===== src/rtl/qdr_arb_pkg.sv =====
// Shared definitions for the QDR multi-port arbiter: index/counter widths and op codes.
package qdr_arb_pkg;

  localparam logic [1:0] OP_NONE = 2'd0;
  localparam logic [1:0] OP_RD   = 2'd1;
  localparam logic [1:0] OP_WR   = 2'd2;

  function automatic int idx_w(input int n);
    return (n > 1) ? $clog2(n) : 1;
  endfunction

  function automatic int cnt_w(input int depth);
    return $clog2(depth + 1);
  endfunction

endpackage


===== src/rtl/qdr_arb_tag_fifo.sv =====
// FIFO of port indices for outstanding reads; pops in issue order as the controller returns data.
module qdr_arb_tag_fifo
  import qdr_arb_pkg::*;
#(
  parameter int TAG_DEPTH = 16,
  parameter int TAG_W     = 2
) (
  input  logic             clk0,
  input  logic             reset,
  input  logic             push_i,
  input  logic [TAG_W-1:0] push_tag_i,
  input  logic             pop_i,
  output logic [TAG_W-1:0] pop_tag_o,
  output logic             full_o,
  output logic             empty_o
);

  localparam int AW = $clog2(TAG_DEPTH);
  localparam int CW = cnt_w(TAG_DEPTH);

  logic [TAG_W-1:0] mem_q [TAG_DEPTH];
  logic [AW-1:0]    wptr_q, rptr_q;
  logic [CW-1:0]    cnt_q;
  logic             do_push, do_pop;

  assign full_o    = (cnt_q == CW'(TAG_DEPTH));
  assign empty_o   = (cnt_q == '0);
  assign do_push   = push_i & ~full_o;
  assign do_pop    = pop_i & ~empty_o;
  assign pop_tag_o = mem_q[rptr_q];

  // Pointers wrap naturally because TAG_DEPTH is a power of two.
  always_ff @(posedge clk0) begin
    if (reset) begin
      wptr_q <= '0;
      rptr_q <= '0;
      cnt_q  <= '0;
    end else begin
      if (do_push) wptr_q <= wptr_q + 1'b1;
      if (do_pop)  rptr_q <= rptr_q + 1'b1;
      unique case ({do_push, do_pop})
        2'b10:   cnt_q <= cnt_q + 1'b1;
        2'b01:   cnt_q <= cnt_q - 1'b1;
        default: ;
      endcase
    end
  end

  always_ff @(posedge clk0) begin
    if (do_push) mem_q[wptr_q] <= push_tag_i;
  end

endmodule


===== src/rtl/qdr_port_arbiter.sv =====
// Round-robin merge of NUM_PORTS requesters onto the QDR user interface with tagged read returns.
// Define QDR_ARB_RD_PRIORITY_EN to let any eligible read beat every write.
module qdr_port_arbiter
  import qdr_arb_pkg::*;
#(
  parameter int NUM_PORTS  = 4,
  parameter int DATA_WIDTH = 18,
  parameter int BW_WIDTH   = 2,
  parameter int ADDR_WIDTH = 22,
  parameter int TAG_DEPTH  = 16
) (
  input  logic                              clk0,
  input  logic                              reset,
  input  logic                              phy_rdy,
  input  logic [NUM_PORTS-1:0]              port_rd_strb,
  input  logic [NUM_PORTS-1:0]              port_wr_strb,
  input  logic [NUM_PORTS*ADDR_WIDTH-1:0]   port_addr,
  input  logic [NUM_PORTS*2*DATA_WIDTH-1:0] port_wr_data,
  input  logic [NUM_PORTS*2*BW_WIDTH-1:0]   port_wr_be,
  output logic [NUM_PORTS-1:0]              port_ack,
  output logic [2*DATA_WIDTH-1:0]           port_rd_data,
  output logic [NUM_PORTS-1:0]              port_rd_dvld,
  output logic                              tag_err,
  output logic                              usr_rd_strb,
  output logic                              usr_wr_strb,
  output logic [ADDR_WIDTH-1:0]             usr_addr,
  output logic [2*DATA_WIDTH-1:0]           usr_wr_data,
  output logic [2*BW_WIDTH-1:0]             usr_wr_be,
  input  logic [2*DATA_WIDTH-1:0]           usr_rd_data,
  input  logic                              usr_rd_dvld
);

  localparam int PW = idx_w(NUM_PORTS);
  localparam int CW = cnt_w(TAG_DEPTH);
  localparam int DW = 2 * DATA_WIDTH;
  localparam int BW = 2 * BW_WIDTH;

  logic [PW-1:0]        rr_q;
  logic [CW-1:0]        outst_q;
  logic [NUM_PORTS-1:0] rd_elig, wr_elig, elig;
  logic [PW-1:0]        win, cand;
  logic                 gnt, rd_ok;
  logic [1:0]           win_op;
  logic                 push, pop;
  logic [PW-1:0]        pop_tag;
  logic                 fifo_full, fifo_empty;

  logic                 usr_rd_strb_q, usr_wr_strb_q;
  logic [ADDR_WIDTH-1:0] usr_addr_q;
  logic [DW-1:0]        usr_wr_data_q, port_rd_data_q;
  logic [BW-1:0]        usr_wr_be_q;
  logic [NUM_PORTS-1:0] port_rd_dvld_q;
  logic                 tag_err_q;

  assign rd_ok = (outst_q < CW'(TAG_DEPTH)) & ~fifo_full;

  // A port holding both strobes presents its read; a blocked read does not expose the write.
  always_comb begin
    rd_elig = {NUM_PORTS{phy_rdy & rd_ok}} & port_rd_strb;
    wr_elig = {NUM_PORTS{phy_rdy}} & port_wr_strb & ~port_rd_strb;
`ifdef QDR_ARB_RD_PRIORITY_EN
    elig = (|rd_elig) ? rd_elig : wr_elig;
`else
    elig = rd_elig | wr_elig;
`endif
  end

  always_comb begin
    gnt  = 1'b0;
    win  = '0;
    cand = '0;
    for (int i = 1; i <= NUM_PORTS; i++) begin
      cand = PW'((int'(rr_q) + i) % NUM_PORTS);
      if (!gnt && elig[cand]) begin
        gnt = 1'b1;
        win = cand;
      end
    end
  end

  always_comb begin
    win_op = OP_NONE;
    if (gnt) win_op = port_rd_strb[win] ? OP_RD : OP_WR;
  end

  assign port_ack = gnt ? (NUM_PORTS'(1) << win) : '0;
  assign push     = (win_op == OP_RD);
  assign pop      = usr_rd_dvld & ~fifo_empty;

  qdr_arb_tag_fifo #(
    .TAG_DEPTH (TAG_DEPTH),
    .TAG_W     (PW)
  ) u_tag_fifo (
    .clk0       (clk0),
    .reset      (reset),
    .push_i     (push),
    .push_tag_i (win),
    .pop_i      (pop),
    .pop_tag_o  (pop_tag),
    .full_o     (fifo_full),
    .empty_o    (fifo_empty)
  );

  always_ff @(posedge clk0) begin
    if (reset) begin
      rr_q          <= PW'(NUM_PORTS - 1);
      outst_q       <= '0;
      usr_rd_strb_q <= 1'b0;
      usr_wr_strb_q <= 1'b0;
      usr_addr_q    <= '0;
      usr_wr_data_q <= '0;
      usr_wr_be_q   <= '0;
    end else begin
      usr_rd_strb_q <= (win_op == OP_RD);
      usr_wr_strb_q <= (win_op == OP_WR);
      if (gnt) begin
        rr_q          <= win;
        usr_addr_q    <= port_addr[int'(win)*ADDR_WIDTH +: ADDR_WIDTH];
        usr_wr_data_q <= port_wr_data[int'(win)*DW +: DW];
        usr_wr_be_q   <= port_wr_be[int'(win)*BW +: BW];
      end
      unique case ({push, pop})
        2'b10:   outst_q <= outst_q + 1'b1;
        2'b01:   outst_q <= outst_q - 1'b1;
        default: ;
      endcase
    end
  end

  // Returns with no outstanding tag are dropped and flagged until the next reset.
  always_ff @(posedge clk0) begin
    if (reset) begin
      port_rd_dvld_q <= '0;
      port_rd_data_q <= '0;
      tag_err_q      <= 1'b0;
    end else begin
      port_rd_dvld_q <= pop ? (NUM_PORTS'(1) << pop_tag) : '0;
      if (pop) port_rd_data_q <= usr_rd_data;
      if (usr_rd_dvld && fifo_empty) tag_err_q <= 1'b1;
    end
  end

  assign usr_rd_strb  = usr_rd_strb_q;
  assign usr_wr_strb  = usr_wr_strb_q;
  assign usr_addr     = usr_addr_q;
  assign usr_wr_data  = usr_wr_data_q;
  assign usr_wr_be    = usr_wr_be_q;
  assign port_rd_dvld = port_rd_dvld_q;
  assign port_rd_data = port_rd_data_q;
  assign tag_err      = tag_err_q;

endmodule


===== config.mk =====
export PLATFORM = sky130hd
export DESIGN_NAME = qdr_port_arbiter
export DESIGN_NICKNAME = d
export VERILOG_FILES = /design/src/rtl/qdr_arb_pkg.sv /design/src/rtl/qdr_arb_tag_fifo.sv /design/src/rtl/qdr_port_arbiter.sv
export SDC_FILE = /design/constraint.sdc
export NUM_CORES = 1
export LEC_CHECK = 0
export BUFFER_PORTS_ARGS = -buffer_cell sky130_fd_sc_hd__buf_2
export CAP_MARGIN = 0
export CORE_AREA = 3 3 154 156
export DETAILED_ROUTE_END_ITERATION = 10
export DIE_AREA = 0 0 157 159
export MAX_ROUTING_LAYER = met4
export PLACE_DENSITY = 0.71
export SYNTH_ARGS = -nofsm -noshare
export SYNTH_HDL_FRONTEND = slang
export SYNTH_SLANG_ARGS = --single-unit

===== constraint.sdc =====
create_clock -name clk0 -period 8.4 [get_ports clk0]
set_input_delay 0.42 -clock clk0 [delete_from_list [all_inputs] [get_ports clk0]]
set_output_delay 0.42 -clock clk0 [all_outputs]
set_load 0.02 [all_outputs]

# == Word level (Yosys, flattened, before mapping) ==
# Memories as Yosys holds them, arrays and structs flattened. A register that Yosys moved wholly into a read port is not among the register bits.
# Index checks and enable logic that the tools add are counted.
# op_classes
addsub,10
multipliers,2
order_cmp,6
n_eq_ne,7
shift,5
muxes,27
bitwise,13
n_reduce_logical,11
# ops
op,n
$shiftx 144x9->36,1
$shiftx 88x8->22,1
$pmux 5 s2,2
$shiftx 16x5->4,1
$lt 2x3->1 const B,5
$and 4x4->4,3
$mul 2x4->6 const B,2
$mux 2,6
$mux 4,3
$mux 1,11
$add 5x1->5 const B,2
$bmux 1 s2,5
$sub 5x1->5 const B,2
$add 4x1->4 const B,2
$shl 1x2->4 const A,2
$eq 2x1->1 const B,3
$eq 2x2->1 const B,3
$and 1x1->1,5
$eq 5x5->1 const B,1
$logic_not 5->1,1
$lt 5x5->1 const B,1
$add 2x1->2 const B,2
$add 2x2->2 const B,2
$logic_and 1x1->1,4
other kinds (6),11
# totals
regBits,125
ram_bits,32
inputBits,296
output_inout_bits,109
wordCells,95
n_memories,1
# mem_list
memory,depth,word_bits,rd,rd_ports_with_merged_regs,write_ports,line_no,source
u_tag_fifo.mem_q,16,2,1,1,1,qdr_arb_tag_fifo.sv:21,logic [TAG_W-1:0] mem_q [TAG_DEPTH];

# == Logic depth before layout (Yosys ltp) ==
# depth
ltp_word,26
depth_mapped,22
depth_no_buf,18

# == Modules after synthesis ==
# A second synthesis with hierarchy kept.
# unflattened
hier_cells,975
hier_area_um2,8654.6
# by_module_without_submodules
module,instances,cells_per_inst,area_each_um2,seq_area_each_um2
qdr_port_arbiter,1,809,6462.4,2242.2
qdr_arb_tag_fifo,1,166,2192.1,1301.2

# == Worst setup path before layout ==
# Ideal clock, no wire load.
# synth_path
path_type,reg2reg
from,register u_tag_fifo.cnt_q[1]
to,register u_tag_fifo.cnt_q[4]
setup_ps,70
t_arrival_ps,4163
required_time_ps,8330
slack_ps,4167
path_stages_with_launch,23
n_path_buf,5
synth_period_minus_slack_ps,4233
cell_sequence,dfxtp_1 -> buf_2 -> or4_1 -> buf_2 -> and3_4 -> o21ai_2 -> a21o_1 -> nand3_1 -> buf_4 -> a211oi_4 -> nor2_2 -> buf_2 -> inv_1 -> ha_1 -> clkbuf_1 -> xor2_1 -> ha_1 -> o21ai_0 -> a21oi_1 -> a21oi_1 -> xor2_1 -> or3_1 -> a21oi_1
# synth_via
elab_chain_cells,26
word_cells_on_any_way,44
classes_between,2 x add/sub; 4 x eq/ne; 21 x mux; 9 x bitwise; 8 x reduce/logical
# synth_lines
item,line_no,source
start: declaration,qdr_arb_tag_fifo.sv:23,logic [CW-1:0] cnt_q;
start signal: assignment,qdr_arb_tag_fifo.sv:42,2'b10: cnt_q <= cnt_q + 1'b1;
start signal: assignment,qdr_arb_tag_fifo.sv:43,2'b01: cnt_q <= cnt_q - 1'b1;
$eq 5x5->1,qdr_arb_tag_fifo.sv:26,assign full_o = (cnt_q == CW'(TAG_DEPTH));
$not 1->1,"qdr_arb_tag_fifo.sv:28, qdr_port_arbiter.sv:55",
$and 1x1->1,qdr_port_arbiter.sv:55,assign rd_ok = (outst_q < CW'(TAG_DEPTH)) & ~fifo_full;
$and 1x1->1,qdr_port_arbiter.sv:59,rd_elig = {NUM_PORTS{phy_rdy & rd_ok}} & port_rd_strb;
$and 4x4->4,qdr_port_arbiter.sv:59,
$or 4x4->4,qdr_port_arbiter.sv:64,elig = rd_elig | wr_elig;
$bmux 1 s2,qdr_port_arbiter.sv:74,if (!gnt && elig[cand]) begin
$mux 1 (implied by the code),qdr_port_arbiter.sv:74,
[9 not listed],-,
$mux 2,qdr_port_arbiter.sv:74,
$bmux 1 s2,qdr_port_arbiter.sv:83,if (gnt) win_op = port_rd_strb[win] ? OP_RD : OP_WR;
$mux 1 (implied by the code),qdr_port_arbiter.sv:83,
$mux 2 (2 in a row),qdr_port_arbiter.sv:83,
$eq 2x1->1,qdr_port_arbiter.sv:87,assign push = (win_op == OP_RD);
$and 1x1->1,qdr_arb_tag_fifo.sv:28,assign do_push = push_i & ~full_o;
$eq 2x1->1 / $eq 2x2->1 (equally long branches),qdr_arb_tag_fifo.sv:41,"unique case ({do_push, do_pop})"
$pmux 5 s2 / $reduce_bool 2->1 (equally long branches),-,
# Parallel ways exist; a longest one is shown, timed or not. The select of a mux whose other input is x is not followed.
# A chain may end at the register's enable or synchronous reset.

# == Final worst setup path ==
# Ends and elaborated chain as after synthesis.

==> impl_metrics.env <==
export IMPL_status="finished clean"
export IMPL_clk_latency_ns=0.42
export IMPL_top_layer_used="met4"
export IMPL_synth_xor_xnor_area_share_pct=1.23
export IMPL_cts_root_buf="clkbuf_16"
export IMPL_cts_hold_buf=0
export IMPL_core_sq_um=22500
export IMPL_regArea_sq_um=3540
export IMPL_synthArstFlopShare_pct=0
export IMPL_synth_area_mux_share_pct=25.7
export IMPL_crit_arrival_ns=5.31
export IMPL_holdWs_ns=0.229
export IMPL_relSlewSlack_pct=32.9
export IMPL_synth_most_common_cell="dfxtp_1"
export IMPL_criticalPathCategory="flop to flop"
export IMPL_grt_max_degree=78
export IMPL_wl_met3_microns=2160
export IMPL_yosysWarnings=0
export IMPL_yosys_top_cells_count="dfxtp_1 (129), mux2i_1 (123), nand2_1 (91), mux2_2 (62), nand3b_1 (61)"
export IMPL_final_max_slew_viol_count=0
export IMPL_start_kind="flop"
export IMPL_fillers=2129
export IMPL_clock_fmax_mhz=202
export IMPL_netlist_area_sq_um=8530
export IMPL_grt_ovfl_total=0
export IMPL_first_global_vias=7477
export IMPL_drive_above_1_share_pct=43.3
export IMPL_htreeDepth=4
export IMPL_firstDrtPassIters=5
export IMPL_synth_adder_area_share_pct=2.14
export IMPL_cts_setup_buffers=0
export IMPL_core_rowCount=55
export IMPL_dpl_hpwl_microns=21500
export IMPL_setup_viol=0
export IMPL_synthTopCellsByArea="dfxtp_1 (30%), mux2i_1 (14%), edfxtp_1 (11%), mux2_2 (8.2%), nand3b_1 (5.4%)"
export IMPL_met1_length_microns=11400
export IMPL_postCtsResizedCells=0
export IMPL_hold_violations=0
export IMPL_required_ns=8.75
export IMPL_grt_use_total_pct=22.3
export IMPL_initial_utilization_pct=37.9
export IMPL_synth_simple_area_share_pct=15.2
export IMPL_avgViaCountPerCell=5.07
export IMPL_ys_types=55
export IMPL_multi_input_area_sq_um=4640
export IMPL_die_w_microns=157
export IMPL_maxCapViolations=0
export IMPL_die_h_microns=159
export IMPL_pwr_share_seq_pct=26.7
export IMPL_synth_flop_cell="dfxtp_1"
export IMPL_grt_pass1_wl_microns=42100
export IMPL_whs_path_depth=3
export IMPL_synth_top_area_cell="dfxtp_1"
export IMPL_tns_ns=0
export IMPL_powerDensity_nw_per_um2=389
export IMPL_path_clk_slew_ns=0.07
export IMPL_num_io_pins=405
export IMPL_p_comb_share_pct=56.0
export IMPL_timing_final_crit_share_pct=59.1
export IMPL_routed_wl_met2_microns=14100
export IMPL_ys_ff_latch=161
export IMPL_min_path_type="input pin to flop"
export IMPL_dr_first_iter_drc_count=479
export IMPL_synth_compound_area_share_pct=9.86
export IMPL_wl_per_cell_microns=18.4
export IMPL_cts_tree="yes"
export IMPL_drcViolationCount=0
export IMPL_synth_area_per_cell_sq_um=10.0
export IMPL_cts_buffers=17
export IMPL_crit_fanout=34
export IMPL_area_growth_pct=32.3
export IMPL_cts_sinks=161
export IMPL_vias=7732
export IMPL_vdd_drop_max_mv=0.219
export IMPL_fin_nets=1528
export IMPL_wirelength_microns=28100
export IMPL_clockBufferDepth=2
export IMPL_p_leak_nw=5.27
export IMPL_synth_edf_count=32
export IMPL_worst_pin_slew_ns=1.01
export IMPL_worst_setup_path_end_kind="flop"
export IMPL_pwr_share_clk_pct=17.3
export IMPL_finClkSkew_ns=0.0135
export IMPL_r2r_cells=17
export IMPL_netlist_instances=852
export IMPL_layout_min_cycle_time_ns=4.96
export IMPL_yosys_area_top_type_share_pct=30.3
export IMPL_p_sw_mw=1.86
export IMPL_detail_route_antenna_nets=0
export IMPL_portBuffers=404
export IMPL_syn_nets=1162
export IMPL_die_area_sq_um=25000
export IMPL_antenna_found_initial=8
export IMPL_internal_power_mw=2.53
export IMPL_synth_top_family_by_area="multiplexers"
export IMPL_rsz0062_at_grt="false"
export IMPL_gp_congestion=0.963
export IMPL_ys_seq_area_share_pct=41.6
export IMPL_swShare_pct=42.4
==> layout by cell type, fill, tap and decap left out, drive strengths merged, types with 2 or more instances in the layout <==
master,instances
clkinv,5
nand2,91
a21oi,56
nand3,5
mux2,65
clkinvlp,3
a221oi,2
a211oi,2
or4,2
diode,8
nor3,5
nor2,33
nand3b,61
or3,3
dfxtp,129
clkbuf,20
edfxtp,32
a31oi,3
and3,15
o21ai,72
o22ai,3
mux2i,123
inv,16
ha,13
and3b,2
and2,7
o21a,2
a21o,3
and4,2
nor2b,7
nand2b,2
buf,412
mux4,10
xor2,11
==> metrics by stage <==
step	setup WS [ns]	cells	area (sq um)	util [%]	power [mW]
after floorplan	4.17	852	8530	-	3.06
after global placement	3.62	1484	10700	47.4	3.63
after detailed placement	3.50	1484	10700	47.4	3.66
after CTS	3.46	1516	11300	50.0	4.44
after global routing	3.08	1524	11300	50.1	4.67
final	3.44	1524	11300	50.1	4.39
==> kinds of logic after synthesis <==
kind of cell	after synthesis
adder cells (fa/ha/maj)	14
XOR/XNOR	12
flip-flops	161
buffers and inverters	78
AND/OR/NAND/NOR	240
multiplexers	198
AO/OA/AOI/OAI	149
==> sequential cells by signal, indices dropped and copies added, names as in the netlist, named ones only <==
signal	flops
port_rd_data	36
usr_wr_data	36
u_tag_fifo.mem_q	32
usr_addr	22
outst_q	5
u_tag_fifo.cnt_q	5
port_rd_dvld	4
u_tag_fifo.rptr_q	4
u_tag_fifo.wptr_q	4
usr_wr_be	4
rr_q	2
tag_err	1
usr_rd_strb	1
usr_wr_strb	1
==> power by group through the flow <==
stage	sequential (mW)	clock, mW	combinational, mW
5_1_grt	1.20	0.808	2.67
2_1_floorplan	1.36	0	1.70
3_3_place_gp	1.18	0	2.44
4_1_cts	1.17	0.781	2.49
6_report	1.17	0.759	2.46
3_5_place_dp	1.19	0	2.48
==> area by class of cell <==
| class | count | share of cell area, % |
|---|---|---|
| clock buffer | 20 | 4.05 |
| sequential | 161 | 31.4 |
| antenna | 8 | 0.177 |
| multi-input combinational | 613 | 41.2 |
| timing repair buffer | 412 | 18.5 |
| clock inverter | 12 | 1.12 |
| tap | 285 | 3.16 |
| inverter | 13 | 0.444 |
==> routing by layer <==
layer  up-vias  GRT usage (%)
met3        36           6.93
met2       265           36.6
li1       3801              -
met4         0           5.41
met5         -              -
met1      3630           26.8
==> final timing paths <==
path / slack [ns] / start / end
setup / recovery: 3.44 / u_tag_fifo.cnt_q[1]$_SDFFE_PP0P_ / u_tag_fifo.cnt_q[4]$_SDFFE_PP0P_
hold reg to reg: 0.45 / port_rd_data[25]$_SDFFE_PP0P_ / port_rd_data[25]$_SDFFE_PP0P_
hold / removal: 0.23 / usr_rd_data[23] / port_rd_data[23]$_SDFFE_PP0P_
setup reg to reg: 3.44 / u_tag_fifo.cnt_q[1]$_SDFFE_PP0P_ / u_tag_fifo.cnt_q[4]$_SDFFE_PP0P_
==> worst max-delay path: stages, from the launching register on <==
cell	delay, ns
dfxtp_1	0.37
or4_1	0.67
and3_4	0.25
nor2_2	0.24
a211o_1	0.28
nand3_4	0.45
a211oi_4	0.55
nor2_2	0.19
inv_1	0.14
ha_1	0.37
xor2_1	0.20
ha_1	0.21
o21ai_0	0.08
a21oi_1	0.17
a21oi_1	0.10
xor2_1	0.15
or3_1	0.32
a21oi_1	0.14
(Power assumes the default switching activity.)
